==> src/rtl/adder_pipe.sv <==
`default_nettype none
// ============================================================================
//  Module   : adder_pipe
//  Purpose  : Parametrised pipelined add/subtract unit. The WIDTH-bit carry
//             chain is cut into STAGES equal slices with one register stage
//             per slice. Provides add/sub select, raw carry-out, two's-
//             complement overflow and valid/ready handshakes on both sides.
//  Ports    : clk, rst             - clock, synchronous active-high reset
//             in_valid / in_ready  - operand handshake (in_ready = advance)
//             a, b, cin, sub       - operands, carry/borrow-in, mode select
//             out_valid/out_ready  - result handshake
//             sum, cout, ovf       - registered result, carry-out, overflow
//  Revision : 1.0  initial release
// ============================================================================
module adder_pipe #(
    parameter int WIDTH  = 8,   // >= 2
    parameter int STAGES = 2    // divides WIDTH, 1..WIDTH
) (
    input  logic             clk,
    input  logic             rst,
    input  logic             in_valid,
    output logic             in_ready,
    input  logic [WIDTH-1:0] a,
    input  logic [WIDTH-1:0] b,
    input  logic             cin,
    input  logic             sub,
    output logic             out_valid,
    input  logic             out_ready,
    output logic [WIDTH-1:0] sum,
    output logic             cout,
    output logic             ovf
);

    localparam int c_SL = WIDTH / STAGES;   // bits per carry slice

    // Per-stage registers. Operands travel with the beat in full width so
    // each stage can pick its own slice; the partial sum fills slice by slice.
    logic [STAGES-1:0] r_vld;
    logic [STAGES-1:0] r_c;
    logic [WIDTH-1:0]  r_a [STAGES];
    logic [WIDTH-1:0]  r_b [STAGES];   // effective (possibly inverted) b
    logic [WIDTH-1:0]  r_s [STAGES];
    logic              r_ovf;

    // Stage inputs and next-state values
    logic [WIDTH-1:0]  w_ain   [STAGES];
    logic [WIDTH-1:0]  w_bin   [STAGES];
    logic [WIDTH-1:0]  w_sin   [STAGES];
    logic [STAGES-1:0] w_cin;
    logic [STAGES-1:0] w_vin;
    logic [c_SL:0]     w_part  [STAGES];
    logic [WIDTH-1:0]  w_snext [STAGES];
    logic [STAGES-1:0] w_cnext;
    logic              w_ovf;
    logic              w_adv;

    // The whole pipe moves together; it only stalls when the output holds a
    // beat the sink has not taken yet.
    assign w_adv    = !r_vld[STAGES-1] || out_ready;
    assign in_ready = w_adv;

    generate
        for (genvar k = 0; k < STAGES; k++) begin : g_stage
            if (k == 0) begin : g_head
                // Subtraction is a + ~b + ~borrow; the inversion happens once
                // at capture so later stages are plain adders.
                assign w_ain[k] = a;
                assign w_bin[k] = sub ? ~b : b;
                assign w_sin[k] = '0;
                assign w_cin[k] = sub ? ~cin : cin;
                assign w_vin[k] = in_valid;
            end else begin : g_body
                assign w_ain[k] = r_a[k-1];
                assign w_bin[k] = r_b[k-1];
                assign w_sin[k] = r_s[k-1];
                assign w_cin[k] = r_c[k-1];
                assign w_vin[k] = r_vld[k-1];
            end
        end
    endgenerate

    always_comb begin
        for (int k = 0; k < STAGES; k++) begin
            w_part[k]  = {1'b0, w_ain[k][k*c_SL +: c_SL]}
                       + {1'b0, w_bin[k][k*c_SL +: c_SL]}
                       + {{c_SL{1'b0}}, w_cin[k]};
            w_snext[k] = w_sin[k];
            w_snext[k][k*c_SL +: c_SL] = w_part[k][c_SL-1:0];
            w_cnext[k] = w_part[k][c_SL];
        end
        // Overflow only needs the sign bits, all available in the last stage
        w_ovf = (w_ain[STAGES-1][WIDTH-1] == w_bin[STAGES-1][WIDTH-1])
             && (w_snext[STAGES-1][WIDTH-1] != w_ain[STAGES-1][WIDTH-1]);
    end

    always_ff @(posedge clk) begin
        if (rst) begin
            r_vld <= '0;
            r_c   <= '0;
            r_ovf <= 1'b0;
            for (int k = 0; k < STAGES; k++) begin
                r_a[k] <= '0;
                r_b[k] <= '0;
                r_s[k] <= '0;
            end
        end else if (w_adv) begin
            // Data registers load even for bubbles; the valid bit marks them.
            r_vld <= w_vin;
            r_c   <= w_cnext;
            r_ovf <= w_ovf;
            for (int k = 0; k < STAGES; k++) begin
                r_a[k] <= w_ain[k];
                r_b[k] <= w_bin[k];
                r_s[k] <= w_snext[k];
            end
        end
    end

    assign out_valid = r_vld[STAGES-1];
    assign sum       = r_s[STAGES-1];
    assign cout      = r_c[STAGES-1];
    assign ovf       = r_ovf;

endmodule
`default_nettype wire

==> config.mk <==
export PLATFORM = sky130hd
export DESIGN_NAME = adder_pipe
export DESIGN_NICKNAME = d
export VERILOG_FILES = /design/src/rtl/adder_pipe.sv
export SDC_FILE = /design/constraint.sdc
export NUM_CORES = 1
export LEC_CHECK = 0
export CAP_MARGIN = 25
export CORE_MARGIN = 2
export CORE_UTILIZATION = 39
export CTS_BUF_LIST = sky130_fd_sc_hd__clkbuf_4 sky130_fd_sc_hd__clkbuf_8
export CTS_CLUSTER_DIAMETER = 200
export DETAILED_ROUTE_END_ITERATION = 10
export PLACE_DENSITY = 0.77
export SYNTH_ARGS = -nofsm -noshare
export SYNTH_HDL_FRONTEND = slang
export SYNTH_SLANG_ARGS = --single-unit
==> constraint.sdc <==
create_clock -name clk -period 2.2 [get_ports clk]
set_clock_uncertainty 0.05 [all_clocks]
set_input_delay 0.22 -clock clk [delete_from_list [all_inputs] [get_ports clk]]
set_output_delay 0.22 -clock clk [all_outputs]
set_load 0.01 [all_outputs]
==> reports/summary.txt <==
CTS H-tree lvls - 1
Buf+Inv Stages, Crit Path - 1
Slew Viols, Final - 0
Multi-input logic area - 539 µm²
Die X - 62.9 µm
Number of setup violations in the final report - 0
Antenna cells - 0
Starting DRT DRC Count - 17
R2R Setup Slk - 0.56 ns
WP data arrival - 2.18 ns
Total gr overflow - 0
CTS tree - done
Setup ws final - 0.210 ns
Crit Path Category - in -> reg
Hold Path Class - in -> reg
Vias in the first global route - 944
Worst hold slack - 0.381 ns
Resize count post-CTS - 0
Vias - 914
CTS Buf Count - 3
Die Span Y - 62.9 µm
Dpl ws - -0.156 ns
Net Count, Synth - 147
Critical path depth - 7
DR DRC count - 0
FILL cells - 309
Final core occ - 51.4%
Clock Sinks - 25
Slew margin rel. - 74.6%
Gate count after technology mapping - 115
First-pass GRT wire length - 3990 µm
VDD IR max - 202 µV
Slew @ Worst Pin - 0.381 ns
Die area - 3960 µm²
Period utilisation layout - 90.5%
Initial antenna violation count - 0
Hold bufs inserted after CTS - 0
Pleak - 0.726 nW
Max frequency - 502 MHz
GPL Wtd Cong - 0.692
GR Util All Layers - 12.9%
CP Capture Type - flop
CP Cell Sequence - clkdlybuf4s50_1, xor2_1, fa_1, fa_1, a21o_1, a21oi_1, a21oi_1
Nets - 178
Rows - 21
Fin. Hold Viols - 0
R2r startpoint - r_b[0][4]
Async SR Flop Fraction - 0%
Post-Syn Area - 1350 µm²
Cell variety after synth - 28
Seq/Total Area, Yosys - 51.8%
Largest net degree at the start of global routing - 20
Status - complete, no violations
Core Box Area - 3340 µm²
Routed Wire Length - 2330 µm
Pwr Density - 610 nW/µm²
Synthesized area per cell - 11.8 µm²
Area Growth Syn to Fin - 26.9%
Remaining antenna violation count after routing - 0
Top Ports - 34
Startpoint types - input port
Worst skew pair latency - 0.33 ns
Placement Cell Area - 1690 µm²
Max Cap Violations - 0
R2r endpoint - r_s[0][13]
Setup repair bufs after CTS - 0
Initial core utilization - 40.5%
Post-route cell area - 1720 µm²
I/O Buffers - 33
Top_reg_cell synth - edfxtp_1
Reg clk slew, reported paths - 0.14 ns
Vias/cell - 4.79
Setup crit end - r_c[0]
EDFF count, synth - 20
Crit path largest cell delay - 0.47 ns
Maximum root-to-sink buffer count - 2
Number of synthesized register bits - 25
Min Tclk post-route - 1.99 ns
CP Data Required Time - 2.39 ns
HPWL Detailed - 1820 µm
Worst Path Max Fanout - 3
Cell family with the largest share of critical-path delay - adder cells
Ys Warns - 0
Root buf cell - clkbuf_4
Drt first pass iters - 4
Unrepaired setup endpoints after global routing - false
Drt wl/cell - 12.2 µm
Share of layout cells above drive strength 1 - 8.28%
Register area - 701 µm²
Worst r2r path cells - 4
Setup crit start - sub
Slowest CP cell - clkdlybuf4s50_1
sequential cells by signal, summed over array words and instances, names as in the netlist:
signal	flops
ovf	1
r_a	4
r_b	4
r_c	2
r_s	12
r_vld	2
stage by stage:
stage	std cells	power (mW)	setup TNS, ns
after floorplan	115	0.756	0
after global placement	187	0.838	-0.151
after detailed placement	187	0.851	-0.338
after CTS	191	1.05	0
after global routing	191	1.10	0
final	191	1.05	0
layout by cell type, fill, tap and decap left out, types with 5 or more instances in the layout:
| master | n |
|---|---|
| dfxtp_1 | 5 |
| edfxtp_1 | 20 |
| nor2_1 | 11 |
| ha_1 | 6 |
| xor2_1 | 5 |
| clkdlybuf4s50_1 | 33 |
| and3_1 | 11 |
| a21oi_1 | 6 |
| nand3_1 | 5 |
| buf_4 | 5 |
| xnor2_1 | 5 |
worst min path at each step:
stage	start	end	slack, ns	cells after the start
floorplan	rst	r_vld[0]	0.24	1
global placement	r_vld[0]	r_vld[0]	0.39	2
detailed placement	r_vld[0]	r_vld[0]	0.41	2
CTS	in_valid	r_vld[0]	0.40	3
global route	in_valid	r_vld[0]	0.41	3
finish	in_valid	r_vld[0]	0.38	3
tightest hold or removal path: cells and delay by family:
kind	cells	cell delay [ns]
AOI/OAI and AO/OA	1	0.05
and+or+nand+nor	1	0.06
buffers and inverters	1	0.40
cells in the mapped netlist (2+ instances only):
library cell  number  area [µm²]
a21o_1             3        22.5
nor2b_1            3        18.8
edfxtp_1          20         601
fa_1               4        80.1
nor2_1            11        41.3
ha_1               6        75.1
xnor2_1            5        43.8
nand2_1            4        15.0
xor2_1             5        43.8
o21ai_0            2        10.0
nand3_1            5        25.0
inv_1              4        15.0
dfxtp_1            5         100
a21oi_1            6        30.0
and3_1            11        68.8
buf_4              9        67.6
kinds of logic (layout without fill, tap and decap cells):
kind of cell	after synthesis	after routing	synth area share, %
AOI/OAI and AO/OA	14	14	6.94
xor gates and xnor gates	10	10	6.48
adders and majority gates	10	10	11.5
buffers and inverters	17	47	8.32
DFF	25	25	51.8
muxes	1	1	0.740
and+or+nand+nor	38	38	14.2
cell type report:
class	instances	area share [%]
clock buffers	3	1.31
multi-input cells	73	31.4
clock inverters	1	0.292
repair buffers	38	21.4
flip-flops and latches	25	40.8
inverters	5	1.38
well taps	46	3.35
routing by layer:
layer | track usage, % | vias to the layer above | share of wire, % | wire length (µm)
li1 | - | 453 | - | -
met5 | 0 | - | 0 | 0
met3 | 1.80 | 5 | 4.6 | 107
met4 | 7.50 | 0 | 2.6 | 61
met2 | 23.3 | 34 | 52 | 1210
met1 | 14.4 | 422 | 41 | 948
power breakdown:
| group | switching, mW | internal (mW) | leakage, nW | total (mW) |
|---|---|---|---|---|
| clock | 0.142 | 0.0684 | 0.0177 | 0.210 |
| combinational | 0.108 | 0.143 | 0.435 | 0.251 |
| sequential | 0.0177 | 0.569 | 0.273 | 0.587 |
| total | 0.267 | 0.780 | 0.726 | 1.05 |
No activity file was read; power rests on OpenSTA's default activity.
